`src/rtl/mtm_alu_deserializer.sv`:
```
// mtm_alu_deserializer: serial receiver assembling 8 DATA words + 1 CMD word into {B, A, op, crc}.
// Optional on-the-fly CRC-4 check enabled by defining MTM_ALU_RX_CRC_CHECK_EN.
module mtm_alu_deserializer (
   input  logic        clk,
   input  logic        rst_n,
   input  logic        sin_i,
   output logic        out_valid_o,
   output logic [31:0] out_a_o,
   output logic [31:0] out_b_o,
   output logic [2:0]  out_op_o,
   output logic [3:0]  out_crc_o,
   output logic        err_data_o,
   output logic        err_crc_o,
   output logic        err_op_o
);
   typedef enum logic [1:0] {IDLE, FLAG, BITS, STOP} state_t;
   state_t      state_q, state_d;
   logic        flag_q, flag_d;
   logic [2:0]  bit_cnt_q, bit_cnt_d;
   logic [7:0]  shift_q, shift_d;
   logic [3:0]  byte_cnt_q, byte_cnt_d;
   logic [63:0] ab_q, ab_d;
   logic        valid_q, valid_d, err_data_q, err_data_d, err_crc_q, err_crc_d, err_op_q, err_op_d;
   logic [31:0] a_q, a_d, b_q, b_d;
   logic [2:0]  op_q, op_d;
   logic [3:0]  crc_out_q, crc_out_d;
   logic        data_ok, cmd_ok;
`ifdef MTM_ALU_RX_CRC_CHECK_EN
   logic [3:0]  crc_q, crc_d;
   logic        crc_in, crc_fb, crc_feed;
   // CMD word contributes the constant 1 (in place of d[7]) followed by the op bits
   assign crc_in   = flag_q ? (bit_cnt_q == 3'd0) | sin_i : sin_i;
   assign crc_feed = flag_q ? !bit_cnt_q[2] : !byte_cnt_q[3];
   assign crc_fb   = crc_q[3] ^ crc_in;
`endif
   assign data_ok = sin_i && !flag_q && !byte_cnt_q[3];
   assign cmd_ok  = sin_i && flag_q && byte_cnt_q == 4'd8;
   always_comb begin
      state_d    = state_q;
      flag_d     = flag_q;
      bit_cnt_d  = bit_cnt_q;
      shift_d    = shift_q;
      byte_cnt_d = byte_cnt_q;
      ab_d       = ab_q;
      valid_d    = 1'b0;
      err_data_d = 1'b0;
      err_crc_d  = 1'b0;
      err_op_d   = 1'b0;
      a_d        = a_q;
      b_d        = b_q;
      op_d       = op_q;
      crc_out_d  = crc_out_q;
`ifdef MTM_ALU_RX_CRC_CHECK_EN
      crc_d      = crc_q;
`endif
      case (state_q)
         IDLE: state_d = sin_i ? IDLE : FLAG;
         FLAG: begin
            flag_d    = sin_i;
            bit_cnt_d = 3'd0;
            state_d   = BITS;
         end
         BITS: begin
            shift_d   = {shift_q[6:0], sin_i};
            bit_cnt_d = bit_cnt_q + 3'd1;
            state_d   = bit_cnt_q == 3'd7 ? STOP : BITS;
`ifdef MTM_ALU_RX_CRC_CHECK_EN
            if (crc_feed) crc_d = {crc_q[2:0], 1'b0} ^ {2'b00, crc_fb, crc_fb};
`endif
         end
         default: begin
            state_d = IDLE;
            if (data_ok) begin
               ab_d       = {ab_q[55:0], shift_q};
               byte_cnt_d = byte_cnt_q + 4'd1;
            end else begin
               // every non-DATA outcome ends the packet: complete or abort
               byte_cnt_d = 4'd0;
               valid_d    = 1'b1;
               err_data_d = !cmd_ok;
`ifdef MTM_ALU_RX_CRC_CHECK_EN
               crc_d      = 4'd0;
               err_crc_d  = cmd_ok && crc_q != shift_q[3:0];
`endif
               if (cmd_ok) begin
                  a_d       = ab_q[31:0];
                  b_d       = ab_q[63:32];
                  op_d      = shift_q[6:4];
                  crc_out_d = shift_q[3:0];
                  err_op_d  = shift_q[5];
               end
            end
         end
      endcase
   end
   always_ff @(posedge clk) begin
      if (!rst_n) begin
         state_q    <= IDLE;
         flag_q     <= 1'b0;
         bit_cnt_q  <= 3'd0;
         shift_q    <= 8'd0;
         byte_cnt_q <= 4'd0;
         ab_q       <= 64'd0;
         valid_q    <= 1'b0;
         err_data_q <= 1'b0;
         err_crc_q  <= 1'b0;
         err_op_q   <= 1'b0;
         a_q        <= 32'd0;
         b_q        <= 32'd0;
         op_q       <= 3'd0;
         crc_out_q  <= 4'd0;
`ifdef MTM_ALU_RX_CRC_CHECK_EN
         crc_q      <= 4'd0;
`endif
      end else begin
         state_q    <= state_d;
         flag_q     <= flag_d;
         bit_cnt_q  <= bit_cnt_d;
         shift_q    <= shift_d;
         byte_cnt_q <= byte_cnt_d;
         ab_q       <= ab_d;
         valid_q    <= valid_d;
         err_data_q <= err_data_d;
         err_crc_q  <= err_crc_d;
         err_op_q   <= err_op_d;
         a_q        <= a_d;
         b_q        <= b_d;
         op_q       <= op_d;
         crc_out_q  <= crc_out_d;
`ifdef MTM_ALU_RX_CRC_CHECK_EN
         crc_q      <= crc_d;
`endif
      end
   end
   assign out_valid_o = valid_q;
   assign out_a_o     = a_q;
   assign out_b_o     = b_q;
   assign out_op_o    = op_q;
   assign out_crc_o   = crc_out_q;
   assign err_data_o  = err_data_q;
   assign err_crc_o   = err_crc_q;
   assign err_op_o    = err_op_q;
endmodule

```
`config.mk`:
```
export PLATFORM = sky130hd
export DESIGN_NAME = mtm_alu_deserializer
export DESIGN_NICKNAME = d
export VERILOG_FILES = /design/src/rtl/mtm_alu_deserializer.sv
export SDC_FILE = /design/constraint.sdc
export NUM_CORES = 1
export LEC_CHECK = 0
export CAP_MARGIN = 20
export CORE_MARGIN = 3
export CORE_UTILIZATION = 55
export DETAILED_ROUTE_END_ITERATION = 7
export GPL_ROUTABILITY_DRIVEN = 1
export PLACE_DENSITY = 0.79
export SYNTH_ARGS = -nofsm -noshare
export SYNTH_HDL_FRONTEND = slang
export SYNTH_SLANG_ARGS = --single-unit
```
`constraint.sdc`:
```
create_clock -name clk -period 1.58 [get_ports clk]
set_input_delay 0.395 -clock clk [delete_from_list [all_inputs] [get_ports clk]]
set_output_delay 0.395 -clock clk [all_outputs]
set_load 0.1 [all_outputs]
```
### After elaboration in Yosys (flattened, before gate mapping)

Cells that the tools add are included.

* register bits: 156
* logic and storage cells: 44

* muxes and demuxes: 6
* equal/unequal tests: 4
* add/sub/neg operators: 2
* bitwise operators: 4
* reductions and logical operators: 15

Operators by type and width (count)
* case mux 2 bit (3 select lines): 1
* case mux 3 bit (2 select lines): 1
* OR reduction 6 bit: 1
* OR reduction 5 bit: 1
* adder 4 x 1 -> 4 bit (second input constant): 1
* == test 4 bit (second input constant): 1
* logical AND 1 bit: 4
* 2-to-1 mux 4 bit: 1
* inverter 1 bit: 4
* OR reduction 4 bit: 1
* adder 3 x 1 -> 3 bit (second input constant): 1
* == test 3 bit (second input constant): 1
* logical NOT 1 bit: 3
* 2-to-1 mux 1 bit: 3
* AND reduction 3 bit: 1
* OR reduction 3 bit: 1
* == test 2 x 1 -> 1 bit (second input constant): 1
* == test 2 bit (second input constant): 1
* logical NOT 2 bit: 1
* AND reduction 2 bit: 1
* nonzero test 2 bit: 1

### Longest topological paths before layout

Gate-level depths: netlist of run 1.

* depth in word-level cells: 5
* mapped depth: 6
* mapped depth without buffers: 5

### Worst setup path after synthesis of run 1

OpenSTA, ideal clock, no wires.

* kind: register -> register
* from: register state_q[0]
* to: register a_q[0] (netlist: out_a_o[0])
* data arrival time: 1312 ps
* path buffers: 1
* cell stages (with the launch flop): 6
* required time: 1508 ps
* path slack: 196 ps
* cell sequence: dfxtp_1 > ha_1 > nand2_1 > nor2_4 > buf_6 > mux2i_1

* word-level cells in the longest chain between the ends: 4
* elaborated cells on any way between the ends: 6
* those cells by class: eq/ne (2); bitwise (1); reduce/logical (3)

RTL lines
* start: declaration: line 17 `state_t state_q, state_d;`
* start signal: assignment: line 116 `state_q <= state_d;`
* == test 2 bit, or another cell as far along: line 56 `case (state_q)`
* OR reduction 3 bit (no source line) *
* inverter 1 bit (no source line) *
* AND reduction 3 bit (no source line) *
* end signal: assignment: line 108 `a_q <= 32'd0;`
* end signal: assignment: line 126 `a_q <= a_d;`
* end: declaration: line 24 `logic [31:0] a_q, a_d, b_q, b_d;`

Mark *: on every way between the ends. The rest lies on a longest branch, timed or not.
A chain may end at the register's enable or synchronous reset.

### Worst setup path after layout of run 1

* from: register byte_cnt_q[1]
* to: register b_q[12] (netlist: out_b_o[12])

* word-level cells in the longest chain between the ends: 3

RTL lines
* start: declaration: line 21 `logic [3:0] byte_cnt_q, byte_cnt_d;`
* start signal: assignment: line 120 `byte_cnt_q <= byte_cnt_d;`
* == test 4 bit: line 37 `assign cmd_ok = sin_i && flag_q && byte_cnt_q == 4'd8;`
* logical AND 1 bit: line 37
* AND reduction 3 bit (no source line)
* end signal: assignment: line 109 `b_q <= 32'd0;`
* end signal: assignment: line 127 `b_q <= b_d;`
* end: declaration: line 24

No other way between the ends.

==> results by group, run 1 <==
Yosys
  • Most used flip-flop cell after synthesis: sky130_fd_sc_hd__dfxtp_1
  • Register bit total from synthesis: 156
  • Share of synthesized registers carrying an async set or reset: 0
  • Cell types occupying the most area after synthesis: sky130_fd_sc_hd__dfxtp_1 (51%), sky130_fd_sc_hd__nand2_1 (17%), sky130_fd_sc_hd__mux2i_1 (13%)
  • Distinct cell type count after synthesis: 31
  • Post-Synthesis Mean Instance Area: 9.05 um2
  • Leading cell types by count after synthesis: sky130_fd_sc_hd__nand2_1 (272), sky130_fd_sc_hd__dfxtp_1 (156), sky130_fd_sc_hd__mux2i_1 (82)
  • Number of flops mapped to enable cells by yosys: 0
  • Post-synthesis instance area: 6120 um2
  • Area share of the leading cell type in the synthesized netlist: 0.510
  • Gate count after technology mapping: 676
  • Post-synth net total: 687
  • Leading area contributor after synthesis: sky130_fd_sc_hd__dfxtp_1
  • Register area share after synthesis: 0.510
  • Total of warnings raised by yosys: 0
  • Top-count cell post-synth: sky130_fd_sc_hd__nand2_1

Setup path
  • Worst reg2reg path endpoint: out_b_o[12]
  • Startpoint of the worst setup timing path: byte_cnt_q[1]
  • Crit path capture type: flop
  • R2R cell count: 8
  • Destination of the critical timing path: out_b_o[12]
  • Category of the worst setup path launch point: flop
  • Crit Path Max Fanout: 5
  • Worst setup slack for register-to-register paths: -0.03 ns
  • Arrival time at the worst endpoint: 2.06 ns
  • Reg-to-Reg Start: byte_cnt_q[1]
  • Required time of the worst setup path: 2.03 ns
  • Class of the most critical setup path: reg -> reg

CTS
  • Clock latency of the later-clocked register in the worst-skew pair: 0.53 ns
  • H-tree levels: 4
  • Clk slew on worst S/H paths: 0.06 ns
  • CTS max path bufs: 2
  • CTS Root Buffer Type: sky130_fd_sc_hd__clkbuf_8
  • Inserted Clock Buffers: 17
  • Sinks on the clock net: 156
  • Clock tree from TritonCTS: built

Global routing
  • Global-route met1 utilization: 0.296
  • Most Crowded Layer GR: met2
  • Largest net degree at the start of global routing: 75
  • Met2 Track Usage GR: 0.415
  • Vias in the first global route: 4979
  • First-pass GRT wire length: 24500 um
  • All-layer global routing usage: 0.240
  • Global Route met3 Usage: 0.0500
  • Initial antenna violation count: 0
  • Gr ovfl total: 0

Hold path
  • Cell count of the worst hold path: 3
  • Type of the worst min-delay path: in -> reg

Floorplan
  • Starting density of the core: 0.580
  • Die area: 12400 um2
  • Height of the chip: 111 um
  • Total I/O pin count: 78
  • Std cell rows: 37
  • Die width: 111 um
  • Core box area: 10600 um2

Routing
  • Final wirelength: 16800 um
  • Detailed-routing iteration count for the pre-antenna-repair pass: 5
  • Number of nets with antenna violations after detailed routing: 0
  • DRC: 0
  • Avg Vias per Cell: 5.65
  • Via count of the routed design: 5083
  • Routed len/inst: 18.7 um
  • Detailed router's first-iteration violation count: 404

Cells and area
  • Fillcell total: 546
  • Final #Nets: 764
  • Ratio of cells with drive above 1 in the final layout: 0.196
  • Diodes inserted: 0
  • Area delta synth->final: 41.5%

Run
  • Max-cap violations: 0

Place
  • GP Congestion: 0.816
  • Post-Place Setup Slack: -0.285 ns
  • Port bufs: 76
  • Hpwl dp: 8790 um

STA
  • Maximum clock frequency: 622 MHz
  • Total count of max-transition violations in the final report: 0
  • Setup clock skew after layout: 0.00966 ns
  • Number of setup violations in the final report: 6
  • Setup total negative slack: -0.0618 ns
  • Count of final hold-check violations: 0
  • Fraction of the cycle the final worst path needs: 1.02
  • Final min period: 1.61 ns
  • Unrepaired setup endpoints after global routing: yes
  • Minimum setup slack in the final design: -0.0276 ns

Run status
  • Result of the run: finished, violations left
  • Violations in the final reports: setup timing

Pwr
  • Power density of the placed cells: 967 nW/um2
  • Static Leakage: 2.97 nW
  • Worst ir drop on vdd: 0.657 mV
  • Sum of internal, switching and leakage power: 8.37 mW
## sequential cells by signal, indices dropped and copies added, names as in the netlist
register,cells
err_data_o,1
err_op_o,1
bit_cnt_q,3
out_b_o,32
byte_cnt_q,4
shift_q,8
ab_q,64
out_op_o,3
flag_q,1
out_a_o,32
out_crc_o,4
out_valid_o,1
state_q,2
## metal layers
metal / up-vias / part of all wire
li1: 2336 / -
met1: 2453 / 0.39
met2: 244 / 0.51
met3: 50 / 0.068
met4: 0 / 0.029
met5: - / 0
## per-stage QoR
stage	utilization	cell area, um2	std cells	hold slack (ns)
final	0.820	8650	900	0.231
after global placement	0.735	7760	854	0.441
after detailed placement	0.735	7760	854	0.445
after CTS	0.805	8500	893	0.220
after global routing	0.820	8650	900	0.238
after floorplan	-	6120	676	0.430
## how the worst min path moves through the flow
| stage | slack [ns] | to | startpoint |
|---|---|---|---|
| after floorplan | 0.43 | ab_q[7] | shift_q[7] |
| after global placement | 0.44 | ab_q[7] | shift_q[7] |
| after detailed placement | 0.45 | ab_q[59] | ab_q[59] |
| after CTS | 0.22 | err_data_o | rst_n |
| after global routing | 0.24 | out_crc_o[2] | rst_n |
| final | 0.23 | out_a_o[2] | rst_n |
## cell type report
type	instances	area, um2	share of cell area
Tap cell	136	170	0.0197
Timing Repair Buffer	106	1970	0.227
Inverter	5	18.8	0.00217
Clock inverter	10	143	0.0165
Multi-Input combinational cell	467	2780	0.322
Sequential cell	156	3130	0.361
Clock buffer	20	445	0.0515
## cells in the final DEF, fill, tap and decap left out, types with 2 or more instances in the layout
cell / count
sky130_fd_sc_hd__clkbuf_16: 19
sky130_fd_sc_hd__ha_1: 6
sky130_fd_sc_hd__nand2_1: 272
sky130_fd_sc_hd__a21boi_1: 65
sky130_fd_sc_hd__clkinvlp_4: 4
sky130_fd_sc_hd__buf_4: 14
sky130_fd_sc_hd__ha_4: 2
sky130_fd_sc_hd__nand2b_1: 3
sky130_fd_sc_hd__nor2b_1: 11
sky130_fd_sc_hd__and2_1: 3
sky130_fd_sc_hd__dfxtp_1: 152
sky130_fd_sc_hd__buf_12: 84
sky130_fd_sc_hd__nor2_4: 2
sky130_fd_sc_hd__nand3_1: 2
sky130_fd_sc_hd__mux2i_2: 3
sky130_fd_sc_hd__clkinv_4: 2
sky130_fd_sc_hd__mux2i_1: 78
sky130_fd_sc_hd__a21boi_0: 2
sky130_fd_sc_hd__inv_2: 2
sky130_fd_sc_hd__buf_16: 3
sky130_fd_sc_hd__inv_1: 3
sky130_fd_sc_hd__bufinv_16: 3
sky130_fd_sc_hd__clkbuf_8: 3
sky130_fd_sc_hd__dfxtp_2: 4
sky130_fd_sc_hd__nor3b_1: 3
## cells by family after synthesis
group,after synthesis,share of synthesized area
simple gates,306,0.205
flops,156,0.510
mux,82,0.134
compound gates,70,0.0863
buf+inv,53,0.0470
fa+ha+maj,8,0.0164
other cells,1,0.000613
## power by group
group          switching [mW]  internal, mW  total [mW]
combinational           0.183         0.112       0.295
sequential             0.0153          3.95        3.96
clock                    1.64          2.48        4.11
total                    1.83          6.53        8.37
## timing repair
item | in CTS | in global routing
gates resized for setup | 10 | 11
hold buffers | 0 | 0
buffers inserted | 7 | 6
gates cloned | 2 | 3
pin swaps | 1 | 1
setup endpoints to repair | 129 | 114
## critical path, cell delays in order (launching register included)
cell and delay, ns:
sky130_fd_sc_hd__dfxtp_2 0.34, sky130_fd_sc_hd__inv_2 0.09, sky130_fd_sc_hd__ha_4 0.14, sky130_fd_sc_hd__nand4b_1 0.16, sky130_fd_sc_hd__nor2_4 0.17, sky130_fd_sc_hd__buf_12 0.14
sky130_fd_sc_hd__buf_12 0.13, sky130_fd_sc_hd__buf_16 0.14, sky130_fd_sc_hd__mux2i_4 0.22
Note: power is estimated with default switching activity, not from simulation.
==> inputs of run 2 (changes only) <==
Settings changed: CTS_CLUSTER_SIZE set to 12.
==> results of run 2 <==
Final layout, timing and power as in run 1 (identical DEF).
